$ cat src/rtl/axi4_lite_slave.sv
// AXI4-Lite slave front end: turns AW/W and AR requests into single
// request packets toward the cache FIFO and returns B and R responses.
//
// Ports:
//   aclk_i, arst_i            clock, async active-high reset
//   aw*/w*/b*                 AXI4-Lite write channels (bresp always OKAY)
//   ar*/r*                    AXI4-Lite read channels (rresp always OKAY)
//   data_pkt_o, valid_pkt_o,
//   ready_pkt_i               request packet {we, addr, data, strb}
//   cache_data_i,
//   cache_valid_i, cpu_ready_o  read data returned from the cache
module axi4_lite_slave #(
  parameter int ADDR_WIDTH = 32,
  parameter int DATA_WIDTH = 32,
  parameter int DATA_BYTES = DATA_WIDTH / 8,
  parameter int FIFO_WIDTH = 1 + ADDR_WIDTH + DATA_WIDTH + DATA_BYTES
) (
  input  logic                  aclk_i,
  input  logic                  arst_i,
  input  logic                  awvalid_i,
  output logic                  awready_o,
  input  logic [ADDR_WIDTH-1:0] awaddr_i,
  input  logic [2:0]            awprot_i,
  input  logic                  wvalid_i,
  output logic                  wready_o,
  input  logic [DATA_WIDTH-1:0] wdata_i,
  input  logic [DATA_BYTES-1:0] wstrb_i,
  output logic                  bvalid_o,
  input  logic                  bready_i,
  output logic [1:0]            bresp_o,
  input  logic                  arvalid_i,
  output logic                  arready_o,
  input  logic [ADDR_WIDTH-1:0] araddr_i,
  input  logic [2:0]            arprot_i,
  output logic                  rvalid_o,
  input  logic                  rready_i,
  output logic [DATA_WIDTH-1:0] rdata_o,
  output logic [1:0]            rresp_o,
  output logic [FIFO_WIDTH-1:0] data_pkt_o,
  output logic                  valid_pkt_o,
  input  logic                  ready_pkt_i,
  input  logic [DATA_WIDTH-1:0] cache_data_i,
  input  logic                  cache_valid_i,
  output logic                  cpu_ready_o
);

  logic                  aw_full;
  logic [ADDR_WIDTH-1:0] aw_addr;
  logic                  w_full;
  logic [DATA_WIDTH-1:0] w_data;
  logic [DATA_BYTES-1:0] w_strb;
  logic                  ar_full;
  logic [ADDR_WIDTH-1:0] ar_addr;
  logic                  rd_busy;
  logic                  pkt_valid;
  logic [FIFO_WIDTH-1:0] pkt_data;
  logic                  bvalid;
  logic                  rvalid;
  logic [DATA_WIDTH-1:0] rdata;

  logic aw_hs;
  logic w_hs;
  logic ar_hs;
  logic pkt_hs;
  logic pkt_is_wr;
  logic wr_issue;
  logic rd_issue;

  logic unused_prot;
  assign unused_prot = ^{awprot_i, arprot_i};

  assign awready_o   = !aw_full;
  assign wready_o    = !w_full;
  // A read is in flight from AR capture until the R beat is taken.
  assign arready_o   = !ar_full && !rd_busy && !rvalid;
  assign cpu_ready_o = !rvalid;
  assign bvalid_o    = bvalid;
  assign rvalid_o    = rvalid;
  assign rdata_o     = rdata;
  assign bresp_o     = 2'b00;
  assign rresp_o     = 2'b00;
  assign valid_pkt_o = pkt_valid;
  assign data_pkt_o  = pkt_data;

  assign aw_hs     = awvalid_i && !aw_full;
  assign w_hs      = wvalid_i && !w_full;
  assign ar_hs     = arvalid_i && arready_o;
  assign pkt_hs    = pkt_valid && ready_pkt_i;
  assign pkt_is_wr = pkt_data[FIFO_WIDTH-1];

  // Buffers stay full until their packet is taken, which
  // is what stalls a second AW/W behind a pending write.
  assign wr_issue = aw_full && w_full && !pkt_valid && !bvalid;
  assign rd_issue = ar_full && !pkt_valid && !wr_issue;

  always_ff @(posedge aclk_i or posedge arst_i) begin
    if (arst_i) begin
      aw_full <= 1'b0;
      aw_addr <= '0;
    end else if (pkt_hs && pkt_is_wr) begin
      aw_full <= 1'b0;
    end else if (aw_hs) begin
      aw_full <= 1'b1;
      aw_addr <= awaddr_i;
    end
  end

  always_ff @(posedge aclk_i or posedge arst_i) begin
    if (arst_i) begin
      w_full <= 1'b0;
      w_data <= '0;
      w_strb <= '0;
    end else if (pkt_hs && pkt_is_wr) begin
      w_full <= 1'b0;
    end else if (w_hs) begin
      w_full <= 1'b1;
      w_data <= wdata_i;
      w_strb <= wstrb_i;
    end
  end

  always_ff @(posedge aclk_i or posedge arst_i) begin
    if (arst_i) begin
      ar_full <= 1'b0;
      ar_addr <= '0;
    end else if (pkt_hs && !pkt_is_wr) begin
      ar_full <= 1'b0;
    end else if (ar_hs) begin
      ar_full <= 1'b1;
      ar_addr <= araddr_i;
    end
  end

  always_ff @(posedge aclk_i or posedge arst_i) begin
    if (arst_i) begin
      pkt_valid <= 1'b0;
      pkt_data  <= '0;
    end else if (wr_issue) begin
      pkt_valid <= 1'b1;
      pkt_data  <= {1'b1, aw_addr, w_data, w_strb};
    end else if (rd_issue) begin
      pkt_valid <= 1'b1;
      pkt_data  <= {1'b0, ar_addr,
                    {(DATA_WIDTH + DATA_BYTES){1'b0}}};
    end else if (pkt_hs) begin
      pkt_valid <= 1'b0;
    end
  end

  always_ff @(posedge aclk_i or posedge arst_i) begin
    if (arst_i) begin
      bvalid <= 1'b0;
    end else if (pkt_hs && pkt_is_wr) begin
      bvalid <= 1'b1;
    end else if (bready_i) begin
      bvalid <= 1'b0;
    end
  end

  always_ff @(posedge aclk_i or posedge arst_i) begin
    if (arst_i) begin
      rd_busy <= 1'b0;
    end else if (pkt_hs && !pkt_is_wr) begin
      rd_busy <= 1'b1;
    end else if (rvalid && rready_i) begin
      rd_busy <= 1'b0;
    end
  end

  // Cache data is forwarded even with no read outstanding.
  always_ff @(posedge aclk_i or posedge arst_i) begin
    if (arst_i) begin
      rvalid <= 1'b0;
      rdata  <= '0;
    end else if (cache_valid_i && !rvalid) begin
      rvalid <= 1'b1;
      rdata  <= cache_data_i;
    end else if (rvalid && rready_i) begin
      rvalid <= 1'b0;
    end
  end

endmodule

$ cat config.mk
export PLATFORM = sky130hd
export DESIGN_NAME = axi4_lite_slave
export DESIGN_NICKNAME = d
export VERILOG_FILES = /design/src/rtl/axi4_lite_slave.sv
export SDC_FILE = /design/constraint.sdc
export NUM_CORES = 1
export LEC_CHECK = 0
export BUFFER_PORTS_ARGS = -buffer_cell sky130_fd_sc_hd__buf_2
export CORE_AREA = 10 10 178 180
export DETAILED_ROUTE_END_ITERATION = 10
export DIE_AREA = 0 0 188 190
export PLACE_DENSITY = 0.6
export SYNTH_ARGS = -nofsm -noshare
export SYNTH_HDL_FRONTEND = slang
export SYNTH_SLANG_ARGS = --single-unit
$ cat constraint.sdc
create_clock -name aclk_i -period 8 [get_ports aclk_i]
set_clock_uncertainty 0.2 [all_clocks]
set_input_delay 0.8 -clock aclk_i [delete_from_list [all_inputs] [get_ports aclk_i]]
set_output_delay 0.8 -clock aclk_i [all_outputs]
set_load 0.05 [all_outputs]
==> results.sh <==
export IMPL_status="finished, final reports clean"
export IMPL_grt_max_degree=141
export IMPL_synth_area_mm2=0.00836
export IMPL_period_minus_slack_ns=2.58
export IMPL_power_leakage_uw=0.00528
export IMPL_clkPwrFrac=0.221
export IMPL_reg2reg_setup_slack_ns=5.59
export IMPL_syn_to_final_growth_pct=27.2
export IMPL_wl_per_cell_um=16.9
export IMPL_die_width_um=188
export IMPL_grt_pass1_vias=5736
export IMPL_clk_latency_ns=0.51
export IMPL_p_sw_frac=0.409
export IMPL_vdd_drop_max_uv=246
export IMPL_finalHoldViolations=0
export IMPL_overflow=0
export IMPL_cts_tree="done"
export IMPL_numCtsBuffers=24
export IMPL_die_area_mm2=0.0357
export IMPL_port_buffer_count=248
export IMPL_p_sw_uw=1970
export IMPL_cts_resized=0
export IMPL_drive_gt1_frac=0.487
export IMPL_worstPathMaxFanout=6
export IMPL_core_area_mm2=0.0282
export IMPL_dpl_cell_count=1212
export IMPL_cts_htree_levels=1
export IMPL_powerDensity_mw_per_mm2=453
export IMPL_slew_headroom=0.302
export IMPL_hpwl_um=14600
export IMPL_root_buffer="clkbuf_16"
export IMPL_initial_core_util=0.296
export IMPL_clock_sinks=208
export IMPL_syn_inst=611
export IMPL_critPathArrivalTime_ns=1.58
export IMPL_yosysWarnings=0
export IMPL_p_int_uw=2850
export IMPL_antenna_left=0
export IMPL_grtUsageTotal=0.115
export IMPL_syn_avg_cell_area_um2=13.7
export IMPL_cts_buffer_depth=3
export IMPL_ys_types=25
export IMPL_setup_ws_ns=5.42
export IMPL_clk_pin_slew_ns=0.06
export IMPL_p_comb_frac=0.412
export IMPL_ys_seq_area_frac=0.623
export IMPL_hold_class="reg2reg"
export IMPL_critPathMaxStageDelay_ns=0.48
export IMPL_tightest_slew_ns=1.05
export IMPL_critical_path_buf_inv_count=1
export IMPL_period_share=0.323
export IMPL_fin_util=0.376
export IMPL_dr_first_iter_drc_count=277
export IMPL_io_pins=259
export IMPL_antenna_found_initial=5
export IMPL_fin_setup_tns_ns=0
export IMPL_drv_slew=0
export IMPL_via_per_inst=4.34
export IMPL_crit_type="reg2out"
export IMPL_drc=0
export IMPL_fmax_mhz=387
export IMPL_via_count=5462
export IMPL_setup_viol_count_final=0
export IMPL_fin_cells=1258
export IMPL_wl_um=21300
export IMPL_fillCellCount=2823
export IMPL_num_rows=62
export IMPL_cp_top_family="flip-flops"
export IMPL_dr_pass1_iters=4
export IMPL_dp_slack_ns=5.07
export IMPL_cp_start_kind="register"
export IMPL_grt_pass1_wl_um=33400
export IMPL_required_ns=7.00
export IMPL_path_cells="nor3_4 > buf_2"
export IMPL_place_congestion=0.723
export IMPL_seqPwrFrac=0.367
export IMPL_yosys_register_bits=208
export IMPL_final_common_cell="buf_2"
export IMPL_slowest_stage="dfrtp_1"
export IMPL_drv_cap=0
export IMPL_ctsHoldBuffers=0
export IMPL_grt_setup_unrepaired="no"
export IMPL_critPathCaptureType="output port"
export IMPL_cts_setup_buffers=0
export IMPL_die_h_um=190
export IMPL_nets=1001
export IMPL_layout_common_cells="buf_2 (248), dfrtp_1 (208), nand2_1 (107), mux2_2 (96), o21ai_0 (69)"
cells by family (layout without fill, tap and decap cells):
family	count (synthesis)	count (layout)	synth area share
buffers and inverters	45	302	0.0377
AND/OR/NAND/NOR	119	119	0.0635
multiplexers	164	164	0.230
other	1	7	0.000449
flip-flops	208	208	0.623
AO/OA/AOI/OAI	74	74	0.0460
through the flow:
step	instance area, um^2	power (uW)	hold slack (ns)
floorplan	8370	3350	0.243
global placement	9860	3760	0.253
detailed placement	9860	3800	0.261
CTS	10600	4900	0.237
global route	10600	5110	0.250
finish	10600	4810	0.266
Yosys cell counts (all sizes together):
master | number | area share
a21o | 2 | 0.0019
and2 | 1 | 0.00075
buf | 33 | 0.032
clkbuf | 7 | 0.0037
conb | 1 | 0.00045
dfrtp | 208 | 0.62
inv | 5 | 0.0022
mux2 | 132 | 0.19
mux2i | 32 | 0.038
nand2 | 107 | 0.048
nand2b | 2 | 0.0015
nand3 | 4 | 0.0057
nand3b | 2 | 0.0018
nor2b | 1 | 0.00075
nor3 | 1 | 0.0019
nor4bb | 1 | 0.0030
o21a | 3 | 0.0027
o21ai | 69 | 0.041
power by group through the flow:
stage	Combinational, uW	Sequential, uW	Clock (uW)
6_report	1980	1770	1060
5_1_grt	2140	1830	1150
4_1_cts	2020	1770	1100
3_5_place_dp	2020	1780	0
3_3_place_gp	1990	1760	0
2_1_floorplan	943	2410	0
layout make-up:
type | instances | area (um^2) | area share
Clock inverter | 5 | 50.0 | 0.00471
Tap cell | 384 | 480 | 0.0452
Multi-Input combinational cell | 361 | 2860 | 0.269
Timing Repair Buffer | 254 | 1290 | 0.121
Antenna cell | 3 | 7.51 | 0.000706
Inverter | 5 | 26.3 | 0.00247
Clock buffer | 38 | 714 | 0.0672
Sequential cell | 208 | 5200 | 0.490
worst reg2reg max path, delay by kind of cell (launching register included):
family,cells,cell delay (ns)
flip-flops,1,0.48
AND/OR/NAND/NOR,2,0.77
multiplexers,1,0.36
buffers and inverters,1,0.48
worst paths after layout:
path / start / to / depth (start not counted)
max: rvalid_o / arready_o / 2
min: w_data[5] / data_pkt_o[9] / 2
max reg2reg: rvalid_o / ar_addr[26] / 4
min reg2reg: w_data[5] / data_pkt_o[9] / 2
max in group asynchronous: arst_i / data_pkt_o[37] / 3
min in group asynchronous: arst_i / w_data[9] / 2
registers in the layout, indices dropped and copies added (netlist names), 4 cells and up:
| register | count |
|---|---|
| data_pkt_o | 69 |
| ar_addr | 32 |
| aw_addr | 32 |
| rdata_o | 32 |
| w_data | 32 |
| w_strb | 4 |
metal layers:
metal  up-vias  global-route usage  wire (um)
met5         -                   0         27
met1      2697               0.134       8570
met3        42              0.0399       1620
li1       2563                   -          -
met2       156               0.193      10400
met4         4              0.0443        642
(Power assumes the default switching activity.)
